$ cat src/rtl/reg_pipe_pkg.sv
// Shared constants and helpers for the reg_pipe register pipeline
// and its sibling datapath blocks.
package reg_pipe_pkg;

    localparam int DEF_WIDTH = 8;
    localparam int DEF_DEPTH = 3;

    // Bits needed to hold an occupancy of 0..depth.
    function automatic int cnt_w(input int depth);
        return $clog2(depth + 1);
    endfunction

endpackage

$ cat src/rtl/reg_pipe_stage.sv
// One pipeline slot: a valid bit and a data word.
// Clear wins over load; data only moves when a valid word arrives.
module reg_pipe_stage
    import reg_pipe_pkg::*;
#(
    parameter int               WIDTH     = DEF_WIDTH,
    parameter logic [WIDTH-1:0] RESET_VAL = '0
) (
    input  logic             clk,
    input  logic             reset,
    input  logic             load,
    input  logic             clear,
    input  logic             v_in,
    input  logic [WIDTH-1:0] d_in,
    output logic             v,
    output logic [WIDTH-1:0] d
);

    always_ff @(posedge clk or posedge reset) begin
        if (reset) begin
            v <= 1'b0;
            d <= RESET_VAL;
        end else if (clear) begin
            v <= 1'b0;
        end else if (load) begin
            v <= v_in;
            if (v_in) d <= d_in;
        end
    end

endmodule

$ cat src/rtl/reg_pipe.sv
// Enable-gated register pipeline with per-stage valid bits,
// valid/ready handshake, synchronous flush and occupancy count.
module reg_pipe
    import reg_pipe_pkg::*;
#(
    parameter int               WIDTH     = DEF_WIDTH,
    parameter int               DEPTH     = DEF_DEPTH,
    parameter logic [WIDTH-1:0] RESET_VAL = '0
) (
    input  logic                       clk,
    input  logic                       reset,
    input  logic                       en,
    input  logic                       flush,
    input  logic                       s_valid,
    input  logic [WIDTH-1:0]           s_data,
    output logic                       s_ready,
    output logic                       m_valid,
    output logic [WIDTH-1:0]           m_data,
    input  logic                       m_ready,
    output logic [cnt_w(DEPTH)-1:0]    count
);

    localparam int CW = cnt_w(DEPTH);

    logic [DEPTH-1:0]            v;
    logic [DEPTH-1:0]            rdy;
    logic [DEPTH-1:0][WIDTH-1:0] d;
    logic                        in_xfer;
    logic                        out_xfer;
    logic                        adv;
    logic                        clr;

    // A bubble anywhere downstream lets every stage above it advance.
    always_comb begin
        rdy = '0;
        rdy[DEPTH-1] = ~v[DEPTH-1] | m_ready;
        for (int i = DEPTH - 2; i >= 0; i--) begin
            rdy[i] = ~v[i] | rdy[i+1];
        end
    end

    assign adv      = en & ~flush;
    assign clr      = en & flush;
    assign s_ready  = adv & rdy[0];
    assign m_valid  = v[DEPTH-1];
    assign m_data   = d[DEPTH-1];
    assign in_xfer  = s_valid & s_ready;
    assign out_xfer = m_valid & m_ready & adv;

    for (genvar i = 0; i < DEPTH; i++) begin : g_stage
        logic             up_v;
        logic [WIDTH-1:0] up_d;

        if (i == 0) begin : g_head
            assign up_v = s_valid;
            assign up_d = s_data;
        end else begin : g_body
            assign up_v = v[i-1];
            assign up_d = d[i-1];
        end

        reg_pipe_stage #(
            .WIDTH     (WIDTH),
            .RESET_VAL (RESET_VAL)
        ) u_stage (
            .clk   (clk),
            .reset (reset),
            .load  (adv & rdy[i]),
            .clear (clr),
            .v_in  (up_v),
            .d_in  (up_d),
            .v     (v[i]),
            .d     (d[i])
        );
    end

    always_ff @(posedge clk or posedge reset) begin
        if (reset) begin
            count <= '0;
        end else if (clr) begin
            count <= '0;
        end else if (in_xfer & ~out_xfer) begin
            count <= count + CW'(1);
        end else if (out_xfer & ~in_xfer) begin
            count <= count - CW'(1);
        end
    end

endmodule

$ cat config.mk
export PLATFORM = sky130hd
export DESIGN_NAME = reg_pipe
export DESIGN_NICKNAME = d
export VERILOG_FILES = /design/src/rtl/reg_pipe_pkg.sv /design/src/rtl/reg_pipe_stage.sv /design/src/rtl/reg_pipe.sv
export SDC_FILE = /design/constraint.sdc
export NUM_CORES = 1
export LEC_CHECK = 0
export CORE_ASPECT_RATIO = 1.5
export CORE_MARGIN = 2
export CORE_UTILIZATION = 46
export CTS_BUF_LIST = sky130_fd_sc_hd__clkbuf_8 sky130_fd_sc_hd__clkbuf_16
export DETAILED_ROUTE_END_ITERATION = 8
export MAX_ROUTING_LAYER = met4
export PLACE_DENSITY = 0.72
export RECOVER_POWER = 50
export SYNTH_ARGS = -nofsm -noshare
export SYNTH_HDL_FRONTEND = slang
export SYNTH_SLANG_ARGS = --single-unit
$ cat constraint.sdc
create_clock -name clk -period 3.8 [get_ports clk]
set_input_delay 0.57 -clock clk [delete_from_list [all_inputs] [get_ports clk]]
set_output_delay 0.57 -clock clk [all_outputs]
set_load 0.01 [all_outputs]
==> flow_metrics.py <==
metrics = {
    "sta": {
        "final.min_clock_period_ns": 2.69,
        "hold_viol_final": 0,
        "setup_viol": 0,
        "fin_skew_ns": 0.00712,
        "slew_headroom": 0.294,
        "setup_ws_ns": 1.11,
        "timing.fmax_mhz": 371,
        "worstMarginPinSlew_ns": 1.06,
        "setup-tns-final_ns": 0,
        "grt_setup_unrepaired": "false",
        "post-route-period-util": 0.709,
        "maxSlewViolCount": 0,
    },
    "placed_design": {
        "place.gp.congestion": 0.724,
        "port_buffers": 25,
        "preCtsSetupSlack_ns": 1.19,
        "dp_hpwl_um": 1530,
    },
    "global_route": {
        "grt_pass1_vias": 794,
        "grt_max_degree": 30,
        "overflow": 0,
        "met1_usage": 0.220,
        "grt-busiest-layer": "met2",
        "track_usage": 0.173,
        "grt_use_met3": 0.0554,
        "gr-usage-met2": 0.253,
        "antenna_found_initial": 0,
        "grt_pass1_wl_um": 3690,
    },
    "floorplan": {
        "num_rows": 23,
        "ios": 26,
        "die-area_mm2": 0.00317,
        "coreArea_mm2": 0.00265,
        "die_y_um": 68,
        "die_w_um": 46.7,
        "initial_core_util": 0.474,
    },
    "critical_path": {
        "cp_num_buf_inv": 2,
        "cp_cell_sequence": "dlygate4sd3_1, nor2b_4, and2_1, clkdlybuf4s50_1",
        "timing.critical_path.slowest_cell_delay_ns": 0.64,
        "endpoint_kind": "primary output",
        "start_kind": "primary input",
        "cp_slowest_cell": "dlygate4sd3_1",
        "critPathTopFamily": "buffers and inverters",
        "worstSetupPathType": "primary input to primary output",
        "worstPathArrival_ns": 2.12,
        "critPathRequiredTime_ns": 3.23,
        "path_max_fanout": 7,
    },
    "detailed_routing": {
        "wl_per_cell_um": 13.8,
        "antenna_left": 0,
        "dr.pass1.iters": 4,
        "drt-total-wl_um": 2160,
        "drt_iter0_drc": 7,
        "drc_errors": 0,
        "dr_total_vias": 797,
        "avgViaCountPerCell": 5.11,
    },
    "clocking": {
        "clkLatencyLatePin_ns": 0.28,
        "h-tree-depth": 2,
        "cts.clk_slew.worst_paths_ns": 0.05,
        "cts_buffer_depth": 2,
        "post_cts_buffers": 0,
        "cts_tree": "done",
        "cts_resized": 0,
        "cts_sinks": 29,
        "clockRootBuffer": "clkbuf_8",
        "cts_buffers": 5,
        "postCtsHoldBufs": 0,
    },
    "synthesis": {
        "yosys-top-cells-count": "dfrtp_1, mux2_2, mux2_4",
        "synthFlopType": "dfrtp_1",
        "syn_area_per_cell_um2": 14.3,
        "synth_area_mm2": 0.00126,
        "synth_area_leader_cell": "dfrtp_1",
        "synthesis.nets": 102,
        "yosysTopAreaCellShare": 0.578,
        "ys_seq_area_frac": 0.578,
        "yosysWarnings": 0,
        "synth_seq_cells": 29,
        "async_flop_share": 1.00,
        "netlist-cell-type-count": 26,
        "synth_edf_count": 0,
        "yosys-top-cells-area": "dfrtp_1, mux2_2, mux2_4",
        "yosysMostFrequentCell": "dfrtp_1",
        "synthCells": 88,
    },
    "pwr": {
        "p_leak_uw": 0.000738,
        "ir_drop_uv": 265,
        "p_per_area_mw_per_mm2": 569,
    },
    "job": {
        "maxCapViolCount": 0,
    },
    "run_status": {
        "outcome": "complete, no violations",
    },
    "finish": {
        "fin_nets": 132,
        "syn_to_final_growth_pct": 28.3,
        "final_layout_size_suffix_gt1_frac": 0.269,
        "fillerInstances": 236,
        "diodes": 0,
    },
    "hold_path": {
        "worstHoldPathType": "flip-flop to flip-flop",
    },
}
[per-stage QoR]
step,std cells,power (µW),utilization,cell area (µm²),hold slack [ns]
after floorplan,88,589,-,1260,0.458
after global placement,148,703,0.579,1530,0.470
after detailed placement,148,714,0.579,1530,0.494
after CTS,156,944,0.610,1610,0.508
after global routing,156,976,0.609,1610,0.516
final,156,916,0.609,1610,0.502
[final timing paths]
kind | start | endpoint | slack, ns | cells after the start
max | en | s_ready | 1.11 | 4
min | g_stage[2].u_stage.d[7]$_DFFE_PP0P_ | g_stage[2].u_stage.d[7]$_DFFE_PP0P_ | 0.50 | 1
max reg2reg | g_stage[2].u_stage.v$_DFFE_PP0P_ | g_stage[0].u_stage.d[3]$_DFFE_PP0P_ | 2.17 | 3
min reg2reg | g_stage[2].u_stage.d[7]$_DFFE_PP0P_ | g_stage[2].u_stage.d[7]$_DFFE_PP0P_ | 0.50 | 1
max in group asynchronous | reset | g_stage[0].u_stage.v$_DFFE_PP0P_ | 2.16 | 2
min in group asynchronous | reset | g_stage[0].u_stage.d[5]$_DFFE_PP0P_ | 1.00 | 2
[area by class of cell]
cell class | count | area, µm² | share of cell area
multi-input cells | 54 | 498 | 0.309
clock inverters | 3 | 11.3 | 0.00699
flip-flops and latches | 29 | 726 | 0.450
inverters | 3 | 11.3 | 0.00699
well taps | 37 | 46.3 | 0.0287
clock buffers | 5 | 68.8 | 0.0427
repair buffers | 25 | 250 | 0.155
[report_power, final]
part           internal [µW]  total (µW)  leakage [µW]  switching [µW]
logic                    159         238      0.000325            79.5
clock network            121         226     0.0000519             105
registers                402         452      0.000362            50.2
total                    682         916      0.000738             234
[layout by cell type (no fill, tap or decap), types with 2 or more instances in the layout]
cell             count
nand4b_1             2
dlygate4sd3_1       11
a22o_1               2
a21oi_1              2
nand2_1              6
mux2_2              15
mux2_4               8
inv_1                6
clkdlybuf4s50_1     14
o21ai_0              5
clkbuf_8             5
dfrtp_1             29
[per-layer routing]
layer	wire length (µm)	share of wire
met3	95	0.044
met2	1080	0.50
met4	29	0.013
met1	957	0.44
met5	0	0
[logic make-up after synthesis]
group | Yosys count | share of synthesized area
buffers and inverters | 5 | 0.0239
AO/OA/AOI/OAI | 12 | 0.0578
AND/OR/NAND/NOR | 17 | 0.0936
flip-flops | 29 | 0.578
multiplexers | 25 | 0.247
[registers in the layout, summed over array words and instances, names as in the netlist]
signal	flops
count	2
g_stage.u_stage.d	24
g_stage.u_stage.v	3
No activity file was read; power rests on OpenSTA's default activity.
